===== config.mk =====
export PLATFORM = sky130hd
export DESIGN_NAME = mux_rr_arbiter_flat
export DESIGN_NICKNAME = d
export VERILOG_FILES = /design/src/rtl/mux_rr_arbiter_pkg.sv /design/src/rtl/mux_rr_arbiter_if.sv /design/src/rtl/mux_param.sv /design/src/rtl/mux_rr_arbiter_rr_pick.sv /design/src/rtl/mux_rr_arbiter.sv /design/src/flat_wrapper.sv
export SDC_FILE = /design/constraint.sdc
export NUM_CORES = 1
export LEC_CHECK = 0
export CORE_AREA = 2 2 39 41
export DETAILED_ROUTE_END_ITERATION = 6
export DIE_AREA = 0 0 41 43
export GPL_ROUTABILITY_DRIVEN = 1
export GPL_TIMING_DRIVEN = 0
export PLACE_DENSITY = 0.62
export SLEW_MARGIN = 20
export SYNTH_ARGS = -nofsm -noshare
export SYNTH_HDL_FRONTEND = slang
export SYNTH_SLANG_ARGS = --single-unit

===== constraint.sdc =====
create_clock -name clk -period 3.3 [get_ports clk]
set_input_delay 0.33 -clock clk [delete_from_list [all_inputs] [get_ports clk]]
set_output_delay 0.33 -clock clk [all_outputs]
set_load 0.01 [all_outputs]

===== src/rtl/mux_rr_arbiter_pkg.sv =====
// Shared constants for mux_rr_arbiter: output-slot state encoding and round-robin pointer wrap.
// Optional packet lock (see mux_rr_arbiter.sv) is enabled by MUX_RR_ARBITER_PKT_LOCK_EN.
package mux_rr_arbiter_pkg;

  localparam logic [0:0] ST_EMPTY = 1'b0;
  localparam logic [0:0] ST_FULL  = 1'b1;

  function automatic int unsigned next_ptr(input int unsigned idx, input int unsigned num_input);
    return (idx == num_input - 1) ? 32'd0 : idx + 32'd1;
  endfunction

endpackage


===== src/rtl/mux_rr_arbiter_if.sv =====
// Requester/downstream bundle for mux_rr_arbiter; in_last/out_last exist only with
// MUX_RR_ARBITER_PKT_LOCK_EN defined.
interface mux_rr_arbiter_if #(
  parameter int unsigned NUM_INPUT  = 4,
  parameter int unsigned SEL_WIDTH  = 2,
  parameter int unsigned DATA_WIDTH = 1
);
  logic [NUM_INPUT-1:0]            in_valid;
  logic [NUM_INPUT-1:0]            in_ready;
  logic [DATA_WIDTH*NUM_INPUT-1:0] in_data;
  logic                            out_valid;
  logic                            out_ready;
  logic [DATA_WIDTH-1:0]           out_data;
  logic [SEL_WIDTH-1:0]            out_src;
`ifdef MUX_RR_ARBITER_PKT_LOCK_EN
  logic [NUM_INPUT-1:0]            in_last;
  logic                            out_last;

  modport master (
    output in_valid, in_data, in_last, out_ready,
    input  in_ready, out_valid, out_data, out_src, out_last
  );
  modport slave (
    input  in_valid, in_data, in_last, out_ready,
    output in_ready, out_valid, out_data, out_src, out_last
  );
`else
  modport master (
    output in_valid, in_data, out_ready,
    input  in_ready, out_valid, out_data, out_src
  );
  modport slave (
    input  in_valid, in_data, out_ready,
    output in_ready, out_valid, out_data, out_src
  );
`endif
endinterface


===== src/rtl/mux_param.sv =====
// Generic N-way select of a packed bus of DATA_WIDTH-bit slices; out-of-range select yields 0.
module mux_param #(
  parameter int unsigned NUM_INPUT  = 4,
  parameter int unsigned SEL_WIDTH  = 2,
  parameter int unsigned DATA_WIDTH = 1
) (
  input  logic [SEL_WIDTH-1:0]            sel,
  input  logic [DATA_WIDTH*NUM_INPUT-1:0] data_in,
  output logic [DATA_WIDTH-1:0]           data_out
);

  always_comb begin
    data_out = '0;
    for (int unsigned i = 0; i < NUM_INPUT; i++) begin
      if (sel == SEL_WIDTH'(i)) data_out = data_in[i*DATA_WIDTH +: DATA_WIDTH];
    end
  end

endmodule


===== src/rtl/mux_rr_arbiter_rr_pick.sv =====
// Combinational round-robin scan: first set request at or after ptr, wrapping to index 0.
module rr_pick
  import mux_rr_arbiter_pkg::*;
#(
  parameter int unsigned NUM_INPUT = 4,
  parameter int unsigned SEL_WIDTH = 2
) (
  input  logic [NUM_INPUT-1:0] req,
  input  logic [SEL_WIDTH-1:0] ptr,
  output logic [SEL_WIDTH-1:0] winner,
  output logic                 found
);

  // Two passes: indices >= ptr first, then the lowest index overall (necessarily < ptr).
  always_comb begin
    found  = 1'b0;
    winner = '0;
    for (int unsigned i = 0; i < NUM_INPUT; i++) begin
      if (!found && req[i] && (i >= 32'(ptr))) begin
        found  = 1'b1;
        winner = SEL_WIDTH'(i);
      end
    end
    for (int unsigned i = 0; i < NUM_INPUT; i++) begin
      if (!found && req[i]) begin
        found  = 1'b1;
        winner = SEL_WIDTH'(i);
      end
    end
  end

endmodule


===== src/rtl/mux_rr_arbiter.sv =====
// Round-robin arbiter feeding a one-entry output register through mux_param.
// Define MUX_RR_ARBITER_PKT_LOCK_EN to hold the grant on one source until its in_last beat.
module mux_rr_arbiter
  import mux_rr_arbiter_pkg::*;
#(
  parameter int unsigned NUM_INPUT  = 4,
  parameter int unsigned SEL_WIDTH  = 2,
  parameter int unsigned DATA_WIDTH = 1
) (
  input  logic           clk,
  input  logic           rst_n,
  mux_rr_arbiter_if.slave bus
);

  logic [0:0]            state;
  logic [SEL_WIDTH-1:0]  ptr;
  logic [SEL_WIDTH-1:0]  win;
  logic                  found;
  logic                  slot_free;
  logic                  accept;
  logic [NUM_INPUT-1:0]  req;
  logic [NUM_INPUT-1:0]  grant;
  logic [DATA_WIDTH-1:0] mux_data;
  logic [DATA_WIDTH-1:0] out_data_q;
  logic [SEL_WIDTH-1:0]  out_src_q;

`ifdef MUX_RR_ARBITER_PKT_LOCK_EN
  logic                  lock;
  logic [SEL_WIDTH-1:0]  lock_src;
  logic                  win_last;
  logic                  out_last_q;

  mux_param #(
    .NUM_INPUT (NUM_INPUT),
    .SEL_WIDTH (SEL_WIDTH),
    .DATA_WIDTH(1)
  ) u_last_mux (
    .sel     (win),
    .data_in (bus.in_last),
    .data_out(win_last)
  );

  assign bus.out_last = out_last_q;

  // While locked, only lock_src may compete, even when it is idle.
  always_comb begin
    req = bus.in_valid;
    if (lock) begin
      req = '0;
      for (int unsigned i = 0; i < NUM_INPUT; i++) begin
        if (lock_src == SEL_WIDTH'(i)) req[i] = bus.in_valid[i];
      end
    end
  end
`else
  assign req = bus.in_valid;
`endif

  rr_pick #(
    .NUM_INPUT(NUM_INPUT),
    .SEL_WIDTH(SEL_WIDTH)
  ) u_pick (
    .req   (req),
    .ptr   (ptr),
    .winner(win),
    .found (found)
  );

  mux_param #(
    .NUM_INPUT (NUM_INPUT),
    .SEL_WIDTH (SEL_WIDTH),
    .DATA_WIDTH(DATA_WIDTH)
  ) u_data_mux (
    .sel     (win),
    .data_in (bus.in_data),
    .data_out(mux_data)
  );

  assign bus.out_valid = (state == ST_FULL);
  assign bus.out_data  = out_data_q;
  assign bus.out_src   = out_src_q;
  assign slot_free     = !bus.out_valid || bus.out_ready;

  always_comb begin
    grant = '0;
    for (int unsigned i = 0; i < NUM_INPUT; i++) begin
      if (rst_n && slot_free && found && (win == SEL_WIDTH'(i))) grant[i] = 1'b1;
    end
  end

  assign bus.in_ready = grant;
  assign accept       = |grant;

  always_ff @(posedge clk) begin
    if (!rst_n) begin
      state      <= ST_EMPTY;
      ptr        <= '0;
      out_data_q <= '0;
      out_src_q  <= '0;
`ifdef MUX_RR_ARBITER_PKT_LOCK_EN
      lock       <= 1'b0;
      lock_src   <= '0;
      out_last_q <= 1'b0;
`endif
    end else if (accept) begin
      state      <= ST_FULL;
      out_data_q <= mux_data;
      out_src_q  <= win;
`ifdef MUX_RR_ARBITER_PKT_LOCK_EN
      out_last_q <= win_last;
      if (win_last) begin
        lock <= 1'b0;
        ptr  <= SEL_WIDTH'(next_ptr(32'(win), NUM_INPUT));
      end else begin
        lock     <= 1'b1;
        lock_src <= win;
      end
`else
      ptr        <= SEL_WIDTH'(next_ptr(32'(win), NUM_INPUT));
`endif
    end else if (bus.out_ready) begin
      state <= ST_EMPTY;
    end
  end

endmodule


===== src/flat_wrapper.sv =====
// flat-port wrapper written by rule: the top's interface ports become plain ports
module mux_rr_arbiter_flat import mux_rr_arbiter_pkg::*;
#(
  parameter int unsigned NUM_INPUT  = 4,
  parameter int unsigned SEL_WIDTH  = 2,
  parameter int unsigned DATA_WIDTH = 1
)
  (clk, rst_n, bus_in_valid, bus_in_data, bus_out_ready, bus_in_ready, bus_out_valid, bus_out_data, bus_out_src);
  mux_rr_arbiter_if #(.NUM_INPUT(NUM_INPUT), .SEL_WIDTH(SEL_WIDTH), .DATA_WIDTH(DATA_WIDTH)) bus_i ();
  input  logic clk;
  input  logic rst_n;
  input wire logic [$bits(bus_i.in_valid)-1:0] bus_in_valid;
  input wire logic [$bits(bus_i.in_data)-1:0] bus_in_data;
  input wire logic [$bits(bus_i.out_ready)-1:0] bus_out_ready;
  output wire logic [$bits(bus_i.in_ready)-1:0] bus_in_ready;
  output wire logic [$bits(bus_i.out_valid)-1:0] bus_out_valid;
  output wire logic [$bits(bus_i.out_data)-1:0] bus_out_data;
  output wire logic [$bits(bus_i.out_src)-1:0] bus_out_src;
  assign bus_i.in_valid = bus_in_valid;
  assign bus_i.in_data = bus_in_data;
  assign bus_i.out_ready = bus_out_ready;
  assign bus_in_ready = bus_i.in_ready;
  assign bus_out_valid = bus_i.out_valid;
  assign bus_out_data = bus_i.out_data;
  assign bus_out_src = bus_i.out_src;
  mux_rr_arbiter #(.NUM_INPUT(NUM_INPUT), .SEL_WIDTH(SEL_WIDTH), .DATA_WIDTH(DATA_WIDTH)) u_core (.clk(clk), .rst_n(rst_n), .bus(bus_i));
endmodule

==> parameters.txt <==
Parameter                              Value

Floorplanning
  Number of I/O pins    19
  Starting Density    32.5%
  Overall die height    43 um
  X dimension of the die    41 um
  Core footprint    0.00138 mm^2
  Overall die area    0.00176 mm^2
  Total number of placement rows    14

Critical path
  Critical path peak fanout    5
  Family of cells with the greatest summed delay on the critical path    buffers and inverters
  CP endpoint kind    primary output
  Combined buffer and inverter count along the critical path    3
  Element type at the critical path start    input port
  Slowest Stage Delay on Critical Path    520 ps
  Cells along the critical path    clkdlybuf4s50_1 > mux2i_1 > nor2_1 > or3_4 > inv_1 > ha_1 > and2_1 > clkdlybuf4s50_1
  Class of the most critical setup path    input port to primary output
  Data arrival time at the worst-slack endpoint    2410 ps
  Crit path max-delay cell type    sky130_fd_sc_hd__clkdlybuf4s50_1
  Required arrival time at the worst endpoint    2970 ps
  Top cell by count, worst path    sky130_fd_sc_hd__clkdlybuf4s50_1

Drt
  Average vias per placed instance    4.81
  DRC violation total after the first TritonRoute iteration    10
  Average detailed-routed wire length per instance    10.6 um
  Number of DRC violations after detailed routing    0
  Via total after detailed routing    433
  Final Routed Wirelength    957 um
  First-pass detailed-route iteration total    4
  Detail Route Antenna Nets    0

Placement
  Number of port buffers    18
  Pre-CTS setup slack    455 ps
  Final weighted congestion of routability-driven global placement    0.709
  HPWL Detailed    749 um

Cells and area
  Total number of nets in the final design    91
  Fraction of layout cells with a size suffix above 1    16.2%
  Final core utilization    48.6%
  Fillcell total    150
  Layout overhead on the synthesized area    49.4%
  Inserted Diodes    0

Status
  Result of the run    complete, no violations

Synth
  Portion of the post-synthesis area used by sequential elements    26.7%
  Synthesis-stage register bit count    6
  Count of different cell masters after synthesis    26
  Cell area after synthesis    450 um^2
  Synthesized net count    68
  Area share of the largest cell type after synthesis    26.7%
  Cell accounting for the most synthesized area    sky130_fd_sc_hd__dfxtp_1
  Average instance area after synthesis    8.50 um^2
  Yosys warns    0
  Mapped Cells    53
  Area contributors post-synth    sky130_fd_sc_hd__dfxtp_1 (27%), sky130_fd_sc_hd__ha_1 (11%), sky130_fd_sc_hd__a21oi_1 (8.9%), sky130_fd_sc_hd__or4_4 (5.0%), sky130_fd_sc_hd__and2_1 (4.2%)

CTS
  H-tree level count    1
  TritonCTS clock tree    yes
  Total of hold buffers inserted after clock tree synthesis    0
  CTS Sinks    6
  CTS resizes    0
  Clock slew seen by the registers of the worst setup and hold paths    40 ps
  Maximum count of clock buffers along a single path    2
  Number of clock buffers inserted by TritonCTS    3
  CTS Root Buffer Type    sky130_fd_sc_hd__clkbuf_4
  Number of buffers inserted by post-CTS setup repair    0
  Clock Latency Late Sink    240 ps

GRT
  Grt ovf    0
  Global-route wire length before repair    1.48 mm
  Number of antenna violations at the first check in global routing    0
  Vias in the first global route    360
  Pin count of the biggest net entering global routing    8
  Gr usage total    12.3%

STA
  Relative max-transition margin    81.8%
  Setup ws final    556 ps
  RSZ-0062 raised after global routing    no
  Part of the cycle the worst path needs    83.2%
  Setup TNS    0 ps
  Fin Hold WS    460 ps
  Min Clock Period, post-route    2740 ps
  Count of final setup violators    0
  Worst-margin pin slew    273 ps
  Final hold vios    0
  Fmax    364 MHz
  Final Skew    4.59 ps
  Final max-slew violation count    0

Job
  Count of max-cap constraint violations    0

Worst hold path
  Hold WC Path Type    flip-flop to flip-flop

Pwr
  Cell area power density    524 mW/mm^2
  Pleak    0.000272 uW
  IR drop worst, VDD    0.273 mV
==> kinds of logic after synthesis <==
logic type | count (synthesis) | share of synthesized area (%)
buffers and inverters | 6 | 6.67
flip-flops | 6 | 26.7
adder cells (fa/ha/maj) | 4 | 11.1
AND/OR/NAND/NOR | 19 | 29.4
AO/OA/AOI/OAI | 17 | 23.9
multiplexers | 1 | 2.22
==> synthesized netlist by cell type <==
cell type and n:
sky130_fd_sc_hd__dfxtp_1 6, sky130_fd_sc_hd__and3_2 1, sky130_fd_sc_hd__nand4_2 1, sky130_fd_sc_hd__a21oi_1 8, sky130_fd_sc_hd__and4_4 1, sky130_fd_sc_hd__o21ai_0 2, sky130_fd_sc_hd__nand3_1 1, sky130_fd_sc_hd__nor2_1 3
sky130_fd_sc_hd__a22oi_1 1, sky130_fd_sc_hd__nand2b_1 1, sky130_fd_sc_hd__nor3b_1 1, sky130_fd_sc_hd__ha_1 4, sky130_fd_sc_hd__mux2i_1 1, sky130_fd_sc_hd__and2_1 3, sky130_fd_sc_hd__a32o_1 1, sky130_fd_sc_hd__or4_4 2
sky130_fd_sc_hd__or3_4 1, sky130_fd_sc_hd__inv_1 5, sky130_fd_sc_hd__buf_6 1, sky130_fd_sc_hd__nand2_1 3, sky130_fd_sc_hd__o21ai_1 1, sky130_fd_sc_hd__o221ai_1 1, sky130_fd_sc_hd__and2_2 1, sky130_fd_sc_hd__o22ai_1 1
sky130_fd_sc_hd__a211oi_2 1, sky130_fd_sc_hd__o21a_1 1
==> worst register-to-register path, stage by stage (launching register included) <==
cell and delay, ps:
sky130_fd_sc_hd__dfxtp_1 310, sky130_fd_sc_hd__buf_6 120, sky130_fd_sc_hd__mux2i_1 180, sky130_fd_sc_hd__nor2_1 50, sky130_fd_sc_hd__or3_4 420, sky130_fd_sc_hd__ha_1 230, sky130_fd_sc_hd__or4_4 550, sky130_fd_sc_hd__and4_4 230
sky130_fd_sc_hd__o21ai_0 140, sky130_fd_sc_hd__a21oi_1 60
==> power by group <==
group | switching (uW) | total [uW] | internal, uW
combinational | 85.9 | 187 | 101
clock | 24.7 | 65.8 | 41.0
sequential | 9.31 | 99.9 | 90.6
==> layer usage <==
metal / track usage, % / routed length, um / vias up
met1: 15.3 / 453 / 185
met4: 8.00 / 0 / 0
li1: - / - / 236
met5: 0 / 0 / -
met3: 2.09 / 62 / 0
met2: 18.4 / 441 / 12
==> final timing paths <==
check	startpoint	to	slack [ps]	cells past startpoint
max	bus_in_valid[0]	bus_in_ready[3]	560	8
min	u_core.bus.out_src[0]$_SDFFE_PN0P_	u_core.bus.out_src[0]$_SDFFE_PN0P_	460	2
max reg2reg	u_core.ptr[1]$_SDFFE_PN0P_	u_core.bus.out_data$_SDFFE_PN0P_	890	9
min reg2reg	u_core.bus.out_src[0]$_SDFFE_PN0P_	u_core.bus.out_src[0]$_SDFFE_PN0P_	460	2
==> metrics by stage <==
stage          std cells  cell area (um^2)  power (uW)
2_1_floorplan         53               450         223
3_3_place_gp          87               651         288
3_5_place_dp          87               651         290
4_1_cts               90               673         359
5_1_grt               90               673         383
6_report              90               673         353
==> flip-flops by register name, summed over array words and instances, names as in the netlist <==
signal	flops
u_core.bus.out_src	2
u_core.ptr	2
u_core.bus.out_data	1
u_core.bus.out_valid	1
==> layout make-up <==
| type | count | area [um^2] | share of cell area, % |
|---|---|---|---|
| Inverter | 5 | 18.8 | 2.79 |
| Timing Repair Buffer | 18 | 180 | 26.8 |
| Buffer | 1 | 11.3 | 1.67 |
| Clock buffer | 3 | 22.5 | 3.35 |
| Multi-Input combinational cell | 41 | 300 | 44.6 |
| Sequential cell | 6 | 120 | 17.8 |
| Tap cell | 16 | 20.0 | 2.97 |
==> cell usage in the layout (no fill, tap or decap), types with 2 or more instances in the layout <==
master and count:
sky130_fd_sc_hd__nand2_1 3, sky130_fd_sc_hd__a21oi_1 8, sky130_fd_sc_hd__ha_1 4, sky130_fd_sc_hd__nor2_1 3
sky130_fd_sc_hd__or4_4 2, sky130_fd_sc_hd__dfxtp_1 6, sky130_fd_sc_hd__inv_1 5, sky130_fd_sc_hd__o21ai_0 2
sky130_fd_sc_hd__clkdlybuf4s50_1 18, sky130_fd_sc_hd__and2_1 3, sky130_fd_sc_hd__clkbuf_4 3
No activity file was read; power rests on OpenSTA's default activity.
